File: config.mk
export PLATFORM = sky130hd
export DESIGN_NAME = load_unit
export DESIGN_NICKNAME = d
export VERILOG_FILES = /design/src/rtl/load_pkg.sv /design/src/rtl/load_extract.sv /design/src/rtl/load_unit.sv
export SDC_FILE = /design/constraint.sdc
export NUM_CORES = 1
export LEC_CHECK = 0
export ABC_AREA = 1
export CAP_MARGIN = 25
export CELL_PAD_IN_SITES_DETAIL_PLACEMENT = 2
export CELL_PAD_IN_SITES_GLOBAL_PLACEMENT = 2
export CORE_ASPECT_RATIO = 0.75
export CORE_UTILIZATION = 24
export CTS_BUF_LIST = sky130_fd_sc_hd__clkbuf_16
export DETAILED_ROUTE_END_ITERATION = 12
export PLACE_DENSITY = 0.9
export SYNTH_ARGS = -nofsm -noshare
export SYNTH_HDL_FRONTEND = slang
export SYNTH_SLANG_ARGS = --single-unit
File: constraint.sdc
create_clock -name clk -period 1.8 [get_ports clk]
set_input_delay 0.36 -clock clk [delete_from_list [all_inputs] [get_ports clk]]
set_output_delay 0.36 -clock clk [all_outputs]
set_load 0.005 [all_outputs]
File: src/rtl/load_pkg.sv
// Shared definitions for the load unit: load opcodes, FSM states and the
// opcode decoder that yields access size and signedness.
package load_pkg;

    localparam logic [2:0] LD_LB  = 3'b000;
    localparam logic [2:0] LD_LH  = 3'b001;
    localparam logic [2:0] LD_LW  = 3'b010;
    localparam logic [2:0] LD_LBU = 3'b100;
    localparam logic [2:0] LD_LHU = 3'b101;

    typedef enum logic [1:0] {
        IDLE,
        REQ,
        RESP
    } state_t;

    typedef enum logic [1:0] {
        SZ_BYTE,
        SZ_HALF,
        SZ_WORD
    } ld_size_t;

    typedef struct packed {
        ld_size_t size;
        logic     sign;
    } ld_decode_t;

    // Any opcode outside the five defined loads behaves as a full-word load.
    function automatic ld_decode_t decode_op(input logic [2:0] op);
        ld_decode_t dec;
        dec.size = SZ_WORD;
        dec.sign = 1'b0;
        case (op)
            LD_LB: begin
                dec.size = SZ_BYTE;
                dec.sign = 1'b1;
            end
            LD_LH: begin
                dec.size = SZ_HALF;
                dec.sign = 1'b1;
            end
            LD_LBU: begin
                dec.size = SZ_BYTE;
                dec.sign = 1'b0;
            end
            LD_LHU: begin
                dec.size = SZ_HALF;
                dec.sign = 1'b0;
            end
            default: begin
                dec.size = SZ_WORD;
                dec.sign = 1'b0;
            end
        endcase
        return dec;
    endfunction

endpackage

File: src/rtl/load_extract.sv
// Combinational byte/half/word lane selection with sign or zero extension.
// Halfword lane is chosen by addr_lo[1] only; addr_lo[0] never affects halves.
module load_extract
    import load_pkg::*;
(
    input  logic [2:0]  op,
    input  logic [1:0]  addr_lo,
    input  logic [31:0] word,
    output logic [31:0] data
);

    ld_decode_t  dec;
    logic [7:0]  byte_val;
    logic [15:0] half_val;

    // Pick the addressed lane out of the memory word and extend it to 32 bits.
    always_comb begin
        dec      = decode_op(op);
        byte_val = word[7:0];
        half_val = addr_lo[1] ? word[31:16] : word[15:0];
        data     = word;

        case (addr_lo)
            2'd0:    byte_val = word[7:0];
            2'd1:    byte_val = word[15:8];
            2'd2:    byte_val = word[23:16];
            default: byte_val = word[31:24];
        endcase

        case (dec.size)
            SZ_BYTE: data = {{24{dec.sign & byte_val[7]}}, byte_val};
            SZ_HALF: data = {{16{dec.sign & half_val[15]}}, half_val};
            default: data = word;
        endcase
    end

endmodule

File: src/rtl/load_unit.sv
// MEM-stage load unit: word-aligned DRAM read over req/ack, lane extraction,
// result handed to WB over valid/ready. One load in flight at a time.
// Optional feature macro: LOAD_UNIT_MISALIGN_TRAP_EN -- when defined, a
// misaligned lh/lhu/lw skips the memory read and returns ld_err=1 directly.
module load_unit
    import load_pkg::*;
#(
    parameter int unsigned TIMEOUT_CYC = 255
) (
    input  logic        clk,
    input  logic        rst_n,
    input  logic        ld_valid,
    output logic        ld_ready,
    input  logic [2:0]  ld_op,
    input  logic [31:0] ld_addr,
    input  logic [4:0]  ld_rd,
    output logic        mem_req,
    output logic [31:0] mem_addr,
    input  logic        mem_ack,
    input  logic [31:0] mem_rdata,
    output logic        wb_valid,
    input  logic        wb_ready,
    output logic [31:0] wb_data,
    output logic [4:0]  wb_rd,
    output logic        ld_err
);

    // Counter value seen in the last permitted REQ cycle.
    localparam logic [7:0] TIMEOUT_LAST = 8'(TIMEOUT_CYC - 1);

    state_t      state;
    logic [2:0]  op_q;
    logic [1:0]  lo_q;
    logic [7:0]  cnt;
    logic [31:0] ext_data;
    logic        misalign;

    load_extract u_extract (
        .op      (op_q),
        .addr_lo (lo_q),
        .word    (mem_rdata),
        .data    (ext_data)
    );

`ifdef LOAD_UNIT_MISALIGN_TRAP_EN
    ld_decode_t in_dec;

    // Flag halfword accesses on odd addresses and word accesses off a word boundary.
    always_comb begin
        in_dec   = decode_op(ld_op);
        misalign = 1'b0;
        if (in_dec.size == SZ_HALF && ld_addr[0])
            misalign = 1'b1;
        else if (in_dec.size == SZ_WORD && ld_addr[1:0] != 2'b00)
            misalign = 1'b1;
    end
`else
    assign misalign = 1'b0;
`endif

    // Main FSM; every interface output is a register updated here.
    always_ff @(posedge clk or negedge rst_n) begin
        if (!rst_n) begin
            state    <= IDLE;
            op_q     <= LD_LB;
            lo_q     <= 2'b00;
            cnt      <= 8'd0;
            ld_ready <= 1'b1;
            mem_req  <= 1'b0;
            mem_addr <= 32'd0;
            wb_valid <= 1'b0;
            wb_data  <= 32'd0;
            wb_rd    <= 5'd0;
            ld_err   <= 1'b0;
        end else begin
            case (state)
                IDLE: begin
                    if (ld_valid) begin
                        op_q     <= ld_op;
                        lo_q     <= ld_addr[1:0];
                        wb_rd    <= ld_rd;
                        mem_addr <= {ld_addr[31:2], 2'b00};
                        ld_ready <= 1'b0;
                        if (misalign) begin
                            state    <= RESP;
                            wb_valid <= 1'b1;
                            wb_data  <= 32'd0;
                            ld_err   <= 1'b1;
                        end else begin
                            state   <= REQ;
                            mem_req <= 1'b1;
                            cnt     <= 8'd0;
                        end
                    end
                end
                REQ: begin
                    if (mem_ack) begin
                        state    <= RESP;
                        mem_req  <= 1'b0;
                        wb_valid <= 1'b1;
                        wb_data  <= ext_data;
                        ld_err   <= 1'b0;
                    end else if (cnt == TIMEOUT_LAST) begin
                        state    <= RESP;
                        mem_req  <= 1'b0;
                        wb_valid <= 1'b1;
                        wb_data  <= 32'd0;
                        ld_err   <= 1'b1;
                    end else begin
                        cnt <= cnt + 8'd1;
                    end
                end
                RESP: begin
                    if (wb_ready) begin
                        state    <= IDLE;
                        wb_valid <= 1'b0;
                        ld_err   <= 1'b0;
                        ld_ready <= 1'b1;
                    end
                end
                default: begin
                    state    <= IDLE;
                    ld_ready <= 1'b1;
                    mem_req  <= 1'b0;
                    wb_valid <= 1'b0;
                end
            endcase
        end
    end

endmodule

==> results_dict.tcl, run 1 <==
set metrics [dict create \
    status "complete, no violations" \
    rsz0062_at_grt "no" \
    drive_gt1_share_pct 6.705 \
    core-area_mm2 0.01698 \
    die_w_um 155.0 \
    vias 4156 \
    ys_ff_latch 86 \
    wirelength_um 15840 \
    viasPerCell 4.435 \
    cts_tree "built" \
    syn2layout_area_growth_pct 47.77 \
    maxCapViolations 0 \
    dpl.cell_count 920 \
    cts_setup_buffers 0 \
    nFillCells 1946 \
    grt_pass1_vias 4756 \
    clk_latency_ps 340 \
    cts_root_buffer "clkbuf_16" \
    cp.buffers_inverters 1 \
    clock-sinks 86 \
    min_period_over_period_pct 96.78 \
    slew_viol_final 0 \
    wl_per_cell_um 16.90 \
    drt_iter0_drc 166 \
    first_pass_iters 4 \
    hold_viol 0 \
    grt_max_degree 43 \
    gp_congestion 0.8218 \
    gr-total-overflow 0 \
    drtAntennaViolNets 0 \
    synth_area_mm2 0.004214 \
    crit_chain "clkdlybuf4s50_1" \
    stdcell_count 937 \
    cpPeakStageDelay_ps 540 \
    dpl.hpwl_um 12000 \
    path_delay_family "flip-flops" \
    dieArea_mm2 0.01810 \
    final_util_pct 36.67 \
    cp.required_ps 1440 \
    slowest_stage "dfstp_2" \
    period_minus_slack_ps 1742 \
    port_buffers 147 \
    final_common_cell "nand2_1" \
    startpoint_type "flip-flop" \
    placed_area_mm2 0.005948 \
    start_util_pct 24.82 \
    power.leakage_nw 3.067 \
    fin_skew_ps 6.902 \
    clk_path_buf_depth 2 \
    yosysTopAreaCell "dfrtp_1" \
    nNetsFinal 775 \
    yosys_warnings 0 \
    fin_area_mm2 0.006227 \
    avgSynthCellArea_um2 7.648 \
    grt_antenna_before_repair 0 \
    max-vdd-ir-drop_mv 0.6062 \
    grtUsageTotal_pct 18.33 \
    fmax_mhz 574.0 \
    synthCells 551 \
    clkTransAtPathRegs_ps 60 \
    cp.arrival_ps 1380 \
    crit_path_end_kind "output port" \
    drc 0 \
    n_antenna_cell 0 \
    hold_path_class "flip-flop to flip-flop" \
    synth_area_leaders "dfrtp_1 (50%), nand2_1 (27%), nand3_1 (2.5%)" \
    power_density_mw_per_mm2 1547 \
    finalSetupViolCount 0 \
    die_h_um 116.8 \
    cts_max_level 3 \
    grt_pass1_wl_um 25250 \
    rows 41 \
    netlist.area_leader.share_pct 50.48 \
    ys_types 32 \
    worstSetupPathType "flip-flop to output port" \
    io_pins 150 \
    layout.cells.most_common_list "nand2_1 (303), clkdlybuf4s50_1 (146), dfrtp_1 (85)" \
    synth-seq-area-share_pct 51.10 \
    cts_made_buffers 9 \
    worstPathMaxFanout 2 \
]
==> report_power, final <==
part           switching, mW  internal (mW)
Combinational           2.46           2.15
Clock                  0.824          0.924
Sequential             0.557           2.71
Total                   3.84           5.79
==> path summary, 6_finish.rpt <==
check	startpoint	end	slack, ps	depth (start not counted)
hold / removal	wb_data[5]	wb_data[5]	480	2
setup / recovery	ld_ready	ld_ready	60	1
min in group asynchronous	rst_n	wb_data[6]	500	2
setup reg to reg	cnt[0]	wb_data[23]	130	10
max in group asynchronous	rst_n	ld_ready	730	3
hold reg to reg	wb_data[5]	wb_data[5]	480	2
==> cells in the mapped netlist <==
| library cell | number |
|---|---|
| nand4_1 | 1 |
| buf_8 | 1 |
| o21ai_1 | 7 |
| clkbuf_1 | 4 |
| a21oi_1 | 15 |
| nand3_1 | 21 |
| dfrtp_1 | 85 |
| buf_2 | 11 |
| nor2_1 | 12 |
| conb_1 | 1 |
| nand2_1 | 303 |
| nor2_2 | 1 |
| dfstp_2 | 1 |
| inv_4 | 1 |
| xnor2_1 | 1 |
| clkinv_2 | 1 |
| a21boi_0 | 8 |
| nand2_2 | 3 |
| o21ai_0 | 18 |
| o22ai_1 | 1 |
| o21ai_2 | 2 |
| inv_2 | 7 |
| inv_1 | 25 |
| buf_4 | 2 |
| nor2_4 | 3 |
| xor2_1 | 2 |
| nand2_4 | 3 |
| buf_6 | 5 |
| a22oi_1 | 1 |
| nor3_1 | 1 |
| ha_1 | 2 |
| nand3_4 | 2 |
==> worst min-delay path: stages (launching register included) <==
cell     delay (ps)
dfrtp_1         340
nand2_1          50
nand2_1          50
==> metal layers <==
layer	share of wire, %	GRT usage (%)
met5	0	0
met1	43	21.16
met2	47	31.95
met3	9.6	7.607
met4	0.77	3.960
==> flip-flops by register name, indices dropped and copies added, names as in the netlist <==
| signal | flops |
|---|---|
| cnt | 8 |
| ld_err | 1 |
| ld_ready | 1 |
| lo_q | 2 |
| mem_addr | 30 |
| mem_req | 1 |
| op_q | 3 |
| state | 2 |
| wb_data | 32 |
| wb_rd | 5 |
| wb_valid | 1 |
==> final cells by class <==
class,count,area (um2),share of cell area (%)
clock buffer,9,225.2,3.617
sequential,86,2153,34.58
multi-input combinational,409,1777,28.53
inverter,34,133.9,2.150
tap,236,295.3,4.742
timing repair buffer,156,1602,25.72
clock inverter,7,41.29,0.6631
==> logic make-up (layout without fill, tap and decap cells) <==
kind of cell	Yosys count	in the layout	share of synthesized area, %
and+or+nand+nor	350	350	33.85
buffers and inverters	57	206	6.829
xor gates and xnor gates	3	3	0.6236
adders and majority gates	2	2	0.5937
other	1	2	0.08899
AOI/OAI and AO/OA	52	52	6.918
DFF	86	86	51.10
==> stage by stage <==
step | hold slack, ps | power [mW] | worst slack, ps | setup TNS [ps]
finish | 482.4 | 9.632 | 57.93 | 0
global route | 519.3 | 10.41 | 18.66 | 0
CTS | 490.3 | 9.814 | 33.46 | 0
detailed placement | 321.5 | 7.958 | -42.83 | -363.1
global placement | 310.8 | 7.641 | 73.25 | 0
floorplan | 64.41 | 5.508 | 389.9 | 0
==> repair_timing <==
action                                  CTS  global route
resized for setup                         0             2
hold buffers                              1             0
endpoints found under the hold margin    24             0
endpoints found under the setup margin    0            16
(Power assumes the default switching activity.)
==> run 2, diff against run 1 <==
--- a/config.mk
+++ b/config.mk
@@ -12,6 +12,7 @@
 export CORE_ASPECT_RATIO = 0.75
 export CORE_UTILIZATION = 24
 export CTS_BUF_LIST = sky130_fd_sc_hd__clkbuf_16
+export CTS_CLUSTER_DIAMETER = 100
 export DETAILED_ROUTE_END_ITERATION = 12
 export PLACE_DENSITY = 0.9
 export SYNTH_ARGS = -nofsm -noshare
==> results of run 2 <==
Same layout as run 1: the final DEF is identical, and so are final timing and power.
